==> config.mk <==
export PLATFORM = sky130hd
export DESIGN_NAME = arb_req_stage
export DESIGN_NICKNAME = d
export VERILOG_FILES = /design/src/rtl/arb_pkg.sv /design/src/rtl/arb_out_fifo.sv /design/src/rtl/arb_req_stage.sv
export SDC_FILE = /design/constraint.sdc
export NUM_CORES = 1
export LEC_CHECK = 0
export CELL_PAD_IN_SITES_DETAIL_PLACEMENT = 1
export CELL_PAD_IN_SITES_GLOBAL_PLACEMENT = 2
export CORE_ASPECT_RATIO = 1.2
export CORE_MARGIN = 2
export CORE_UTILIZATION = 39
export DETAILED_ROUTE_END_ITERATION = 8
export GPL_TIMING_DRIVEN = 0
export PLACE_DENSITY = 0.95
export SLEW_MARGIN = 20
export SYNTH_ARGS = -nofsm -noshare
export SYNTH_HDL_FRONTEND = slang
export SYNTH_SLANG_ARGS = --single-unit
==> constraint.sdc <==
create_clock -name clk -period 6.03 [get_ports clk]
set_input_delay 1.5075 -clock clk [delete_from_list [all_inputs] [get_ports clk]]
set_output_delay 1.5075 -clock clk [all_outputs]
set_load 0.02 [all_outputs]
==> src/rtl/arb_pkg.sv <==
// Shared types, constants and helpers for the arbiter request wrapper.
// Imported by the output FIFO, the top stage and the bench.
package arb_pkg;

    localparam int OUT_FIFO_DEPTH = 2;
    localparam int MAX_N          = 32;
    localparam int MAX_SW         = $clog2(MAX_N);
    localparam int DEF_N          = 4;
    localparam int DEF_W          = 32;

    typedef struct packed {
        logic [$clog2(DEF_N)-1:0] src;
        logic [DEF_W-1:0]         data;
    } fifo_entry_t;

    function automatic logic [MAX_SW-1:0] onehot2idx(
        input logic [MAX_N-1:0] oh
    );
        logic [MAX_SW-1:0] idx;
        idx = '0;
        for (int i = 0; i < MAX_N; i++) begin
            if (oh[i]) idx = idx | MAX_SW'(i);
        end
        return idx;
    endfunction

endpackage

==> src/rtl/arb_out_fifo.sv <==
// Small synchronous FIFO holding granted {src,data} entries.
// Head is presented directly from storage; push at full is legal with a pop.
module arb_out_fifo
    import arb_pkg::*;
#(
    parameter  int EW    = 8,
    parameter  int DEPTH = OUT_FIFO_DEPTH,
    localparam int PW    = $clog2(DEPTH),
    localparam int CW    = $clog2(DEPTH + 1)
) (
    input  logic          clk,
    input  logic          rst_n,
    input  logic          push_i,
    input  logic [EW-1:0] din_i,
    input  logic          pop_i,
    output logic [EW-1:0] dout_o,
    output logic [CW-1:0] cnt_o,
    output logic          full_o,
    output logic          empty_o
);

    logic [EW-1:0] mem_q [DEPTH];
    logic [PW-1:0] wptr_q;
    logic [PW-1:0] rptr_q;
    logic [CW-1:0] cnt_q;
    logic          do_push;
    logic          do_pop;

    function automatic logic [PW-1:0] nxt(input logic [PW-1:0] p);
        return (p == PW'(DEPTH - 1)) ? '0 : p + PW'(1);
    endfunction

    assign empty_o = (cnt_q == '0);
    assign full_o  = (cnt_q == CW'(DEPTH));
    assign cnt_o   = cnt_q;
    assign dout_o  = mem_q[rptr_q];
    assign do_pop  = pop_i & ~empty_o;
    assign do_push = push_i & (~full_o | do_pop);

    always_ff @(posedge clk or negedge rst_n) begin
        if (!rst_n) begin
            for (int i = 0; i < DEPTH; i++) begin
                mem_q[i] <= '0;
            end
            wptr_q <= '0;
            rptr_q <= '0;
            cnt_q  <= '0;
        end else begin
            if (do_push) begin
                mem_q[wptr_q] <= din_i;
                wptr_q        <= nxt(wptr_q);
            end
            if (do_pop) begin
                rptr_q <= nxt(rptr_q);
            end
            unique case ({do_push, do_pop})
                2'b10:   cnt_q <= cnt_q + CW'(1);
                2'b01:   cnt_q <= cnt_q - CW'(1);
                default: cnt_q <= cnt_q;
            endcase
        end
    end

endmodule

==> src/rtl/arb_req_stage.sv <==
// Client slots, request generation and grant accept around a round-robin arbiter.
// Accepted grants move the slot payload, tagged with its index, into the output FIFO.
module arb_req_stage
    import arb_pkg::*;
#(
    parameter  int N  = DEF_N,
    parameter  int W  = DEF_W,
    localparam int SW = $clog2(N)
) (
    input  logic           clk,
    input  logic           rst_n,
    input  logic [N-1:0]   in_valid,
    output logic [N-1:0]   in_ready,
    input  logic [N*W-1:0] in_data,
    output logic [N-1:0]   req,
    input  logic [N-1:0]   grant,
    output logic           out_valid,
    input  logic           out_ready,
    output logic [W-1:0]   out_data,
    output logic [SW-1:0]  out_src,
    output logic           grant_err
);

    localparam int CW = $clog2(OUT_FIFO_DEPTH + 1);

    typedef struct packed {
        logic [SW-1:0] src;
        logic [W-1:0]  data;
    } entry_t;

    logic [N-1:0]  slot_vld_q;
    logic [N-1:0]  slot_vld_d;
    logic [W-1:0]  slot_data_q [N];
    logic [W-1:0]  slot_data_d [N];
    logic [N-1:0]  load;
    logic [N-1:0]  gacc;
    logic          multi;
    logic          has_space;
    logic          req_en;
    logic [CW:0]   credit;
    logic [CW-1:0] fifo_cnt;
    logic          fifo_full;
    logic          fifo_empty;
    entry_t        push_e;
    entry_t        head_e;

    assign multi     = |(grant & (grant - N'(1)));
    assign has_space = ~fifo_full;
    assign gacc      = grant & slot_vld_q & {N{has_space & ~multi}};

    assign in_ready = ~slot_vld_q | gacc;
    assign load     = in_valid & in_ready;

    // Grant lands a cycle after req, so count the push happening now.
    assign credit = {1'b0, fifo_cnt} + (CW + 1)'(|gacc);
    assign req_en = credit < (CW + 1)'(OUT_FIFO_DEPTH);
    assign req    = slot_vld_q & ~grant & {N{req_en}};

    assign grant_err = multi
                     | (|(grant & ~slot_vld_q))
                     | ((|(grant & slot_vld_q)) & ~has_space);

    always_comb begin
        slot_vld_d = (slot_vld_q & ~gacc) | load;
        for (int i = 0; i < N; i++) begin
            slot_data_d[i] = load[i] ? in_data[i*W +: W]
                                     : slot_data_q[i];
        end
    end

    always_ff @(posedge clk or negedge rst_n) begin
        if (!rst_n) begin
            slot_vld_q <= '0;
            for (int i = 0; i < N; i++) begin
                slot_data_q[i] <= '0;
            end
        end else begin
            slot_vld_q <= slot_vld_d;
            for (int i = 0; i < N; i++) begin
                slot_data_q[i] <= slot_data_d[i];
            end
        end
    end

    always_comb begin
        push_e.src  = SW'(onehot2idx(MAX_N'(gacc)));
        push_e.data = '0;
        for (int i = 0; i < N; i++) begin
            push_e.data = push_e.data | (slot_data_q[i] & {W{gacc[i]}});
        end
    end

    arb_out_fifo #(
        .EW    ($bits(entry_t)),
        .DEPTH (OUT_FIFO_DEPTH)
    ) u_fifo (
        .clk     (clk),
        .rst_n   (rst_n),
        .push_i  (|gacc),
        .din_i   (push_e),
        .pop_i   (out_valid & out_ready),
        .dout_o  (head_e),
        .cnt_o   (fifo_cnt),
        .full_o  (fifo_full),
        .empty_o (fifo_empty)
    );

    assign out_valid = ~fifo_empty;
    assign out_data  = head_e.data;
    assign out_src   = head_e.src;

endmodule
==> metrics.cfg <==
[run_status]
outcome=finished clean

[final_layout]
fin_cells=1163
nets=974
utilization_pct=52.6
drive_gt1_share_pct=35.4
antennaDiodeCount=0
syn_to_final_growth_pct=32.3
final_cell_area_mm2=0.0122

[place]
portBuffers=182
dp_cells=1124
gp_congestion=0.785
postPlaceCellArea_mm2=0.0115
hpwl_mm=18.5
place_ws_ps=356

[power_and_ir_drop]
power.net_switching_mw=1.93
peakVddDrop_uv=258
p_comb_share_pct=38.9
power_density_mw_per_mm2=505
intPower_mw=4.21
leakage_nw=5.13
seqPwrFrac_pct=39.5
clock_power_share_pct=21.6
switching_share_pct=31.5
p_total_mw=6.14

[cts]
cts_root_buffer=clkbuf_16
cts_tree=yes
htree_levels=1
insertion_delay_ps=510
clock_sinks=204
cts_resized=0
cts_buffers=23
cts_hold_buf=0
clk_pin_slew_ps=60
clockBufferDepth=3
post-cts-setup-buffer-count=0

[sta]
slew-limit-headroom_pct=29.8
setup_viol=0
tightest_slew_ps=1050
hold_viol=0
finalCritPeriodShare_pct=94.0
whs_ps=503
tns_ps=0
drv_slew=0
setup_slack_ps=360
rsz0062_at_grt=no
skew_ps=18.4
max_freq_mhz=176
min_period_ps=5670

[global_route]
gr-usage-met2_pct=39.2
grt_util_all_layers_pct=21.3
grtUsageMet1_pct=25.9
grt_overflow=0
grt_pass1_wl_mm=39.4
grt_max_degree=86
grt_pass1_vias=6832
busiest_layer=met2
antenna_found_initial=0
grt_use_met3_pct=3.79

[setup_path]
critical_path_buf_inv_count=3
slowest_delay_ps=700
r2r-start=slot_vld_q[3]
cp.required_ps=4520
crit_family=buffers and inverters
cp.arrival_ps=4160
cp-end-kind=primary output
path_class=in2out
crit_slowest_cell=clkdlybuf4s50_1
cp_max_fo=7
reg2reg_depth=6
cp.depth=7
cp-start-kind=input port
critPathMostFrequentCell=clkdlybuf4s50_1
path_cells=clkdlybuf4s50_1, and2_2, buf_4, nor4_4, nor3b_1, nor4b_1, clkdlybuf4s50_1
timing.critical_path.from=grant[2]

[route]
drt-initial-drc-count=179
drc=0
dr.pass1.iters=4
antenna_left=0
vias=6044
wl_per_cell_um=22.6
routed_wl_mm=26.3
via_per_inst=5.20

[floorplan]
fp.dieH_um=172
initial_core_util_pct=39.7
fp.dieW_um=144
io_pins=183
core_mm2=0.0231
rows=61
dieArea_mm2=0.0248

[logic_synthesis]
synthesis.nets=765
synth_enable_flop_cells=0
syn-instance-count=625
synthTopCellsByArea=dfrtp_1 56%, mux2_2 25%, a22oi_1 5.2%
syn-cell-area_mm2=0.00919
yosysWarnings=0
yosys.area.top_type_share_pct=55.6
avgSynthCellArea_um2=14.7
synth_cell_types=34
yosys.area.top_type=dfrtp_1
ys_seq_elements=204
ys_seq_area_share_pct=55.6
ys.flop_type=dfrtp_1
async_flop_share_pct=100

[min_path]
hold_path.class=reg2reg
hp-start=u_fifo.mem_q[28]
holdPathStages=1

[run]
max_cap_violations=0

worst paths after layout:
check                                   endpoint  slack (ps)
worst min-delay path            u_fifo.mem_q[28]         500
worst min register to register  u_fifo.mem_q[28]         500
worst max register to register  u_fifo.mem_q[10]        3790
max in group asynchronous        slot_data_q[75]        4360
min in group asynchronous       u_fifo.mem_q[29]         920
worst max-delay path                      req[0]         360
logic make-up after synthesis:
| logic type | Yosys count | synth area share, % |
|---|---|---|
| buffers and inverters | 44 | 3.77 |
| DFF | 204 | 55.6 |
| muxes | 230 | 29.4 |
| xor gates and xnor gates | 4 | 0.381 |
| and+or+nand+nor | 68 | 3.87 |
| adders and majority gates | 1 | 0.136 |
| AOI/OAI and AO/OA | 74 | 6.88 |
synth_stat cells, types with 3 or more instances:
| cell type | instances |
|---|---|
| nor4b_1 | 4 |
| nand2b_1 | 4 |
| o41ai_4 | 4 |
| mux2_2 | 201 |
| buf_6 | 13 |
| buf_4 | 3 |
| a22oi_1 | 64 |
| nand2_1 | 37 |
| and2_1 | 4 |
| clkbuf_1 | 15 |
| or2_2 | 4 |
| inv_1 | 4 |
| buf_12 | 3 |
| dfrtp_1 | 204 |
| buf_2 | 3 |
| nor2_1 | 7 |
| mux2_4 | 29 |
layout by cell type (no fill, tap or decap), types with 3 or more instances in the layout:
master / Yosys / layout
nor2_1: 7 / 7
buf_4: 3 / 3
o41ai_4: 4 / 4
and2_1: 4 / 4
nand2_1: 37 / 37
or2_2: 4 / 4
clkbuf_8: 2 / 5
clkbuf_1: 15 / 25
mux2_4: 29 / 29
buf_12: 3 / 3
dfrtp_1: 204 / 204
clkbuf_16: 0 / 23
inv_1: 4 / 4
buf_2: 3 / 3
nand2b_1: 4 / 4
buf_6: 13 / 13
clkdlybuf4s50_1: 0 / 181
a22oi_1: 64 / 64
nor4b_1: 4 / 4
mux2_2: 201 / 201
layer usage:
| metal | routed length [um] | part of all wire (%) |
|---|---|---|
| met3 | 1150 | 4.4 |
| met2 | 13800 | 52 |
| met4 | 508 | 1.9 |
| met5 | 0 | 0 |
| met1 | 10800 | 41 |
area by class of cell:
type                       instances  area (um2)
inverter                           4        15.0
fill                            2265       11000
tap                              315         394
clock inverter                     3        40.0
timing repair buffer             184        1880
clock buffer                      36         654
multi-input combinational        377        3730
buffer                            40         332
sequential                       204        5100
sequential cells by signal, summed over array words and instances, names as in the netlist:
name,cells
slot_data_q,128
slot_vld_q,4
u_fifo.cnt_o,2
u_fifo.mem_q,68
u_fifo.rptr_q,1
u_fifo.wptr_q,1
power by group through the flow:
stage               combinational, mW  clock, mW  sequential [mW]
floorplan                        1.60          0             2.30
global placement                 2.33          0             2.39
detailed placement               2.40          0             2.43
CTS                              2.42       1.36             2.41
global route                     2.55       1.41             2.50
finish                           2.39       1.33             2.43
(Power assumes the default switching activity.)
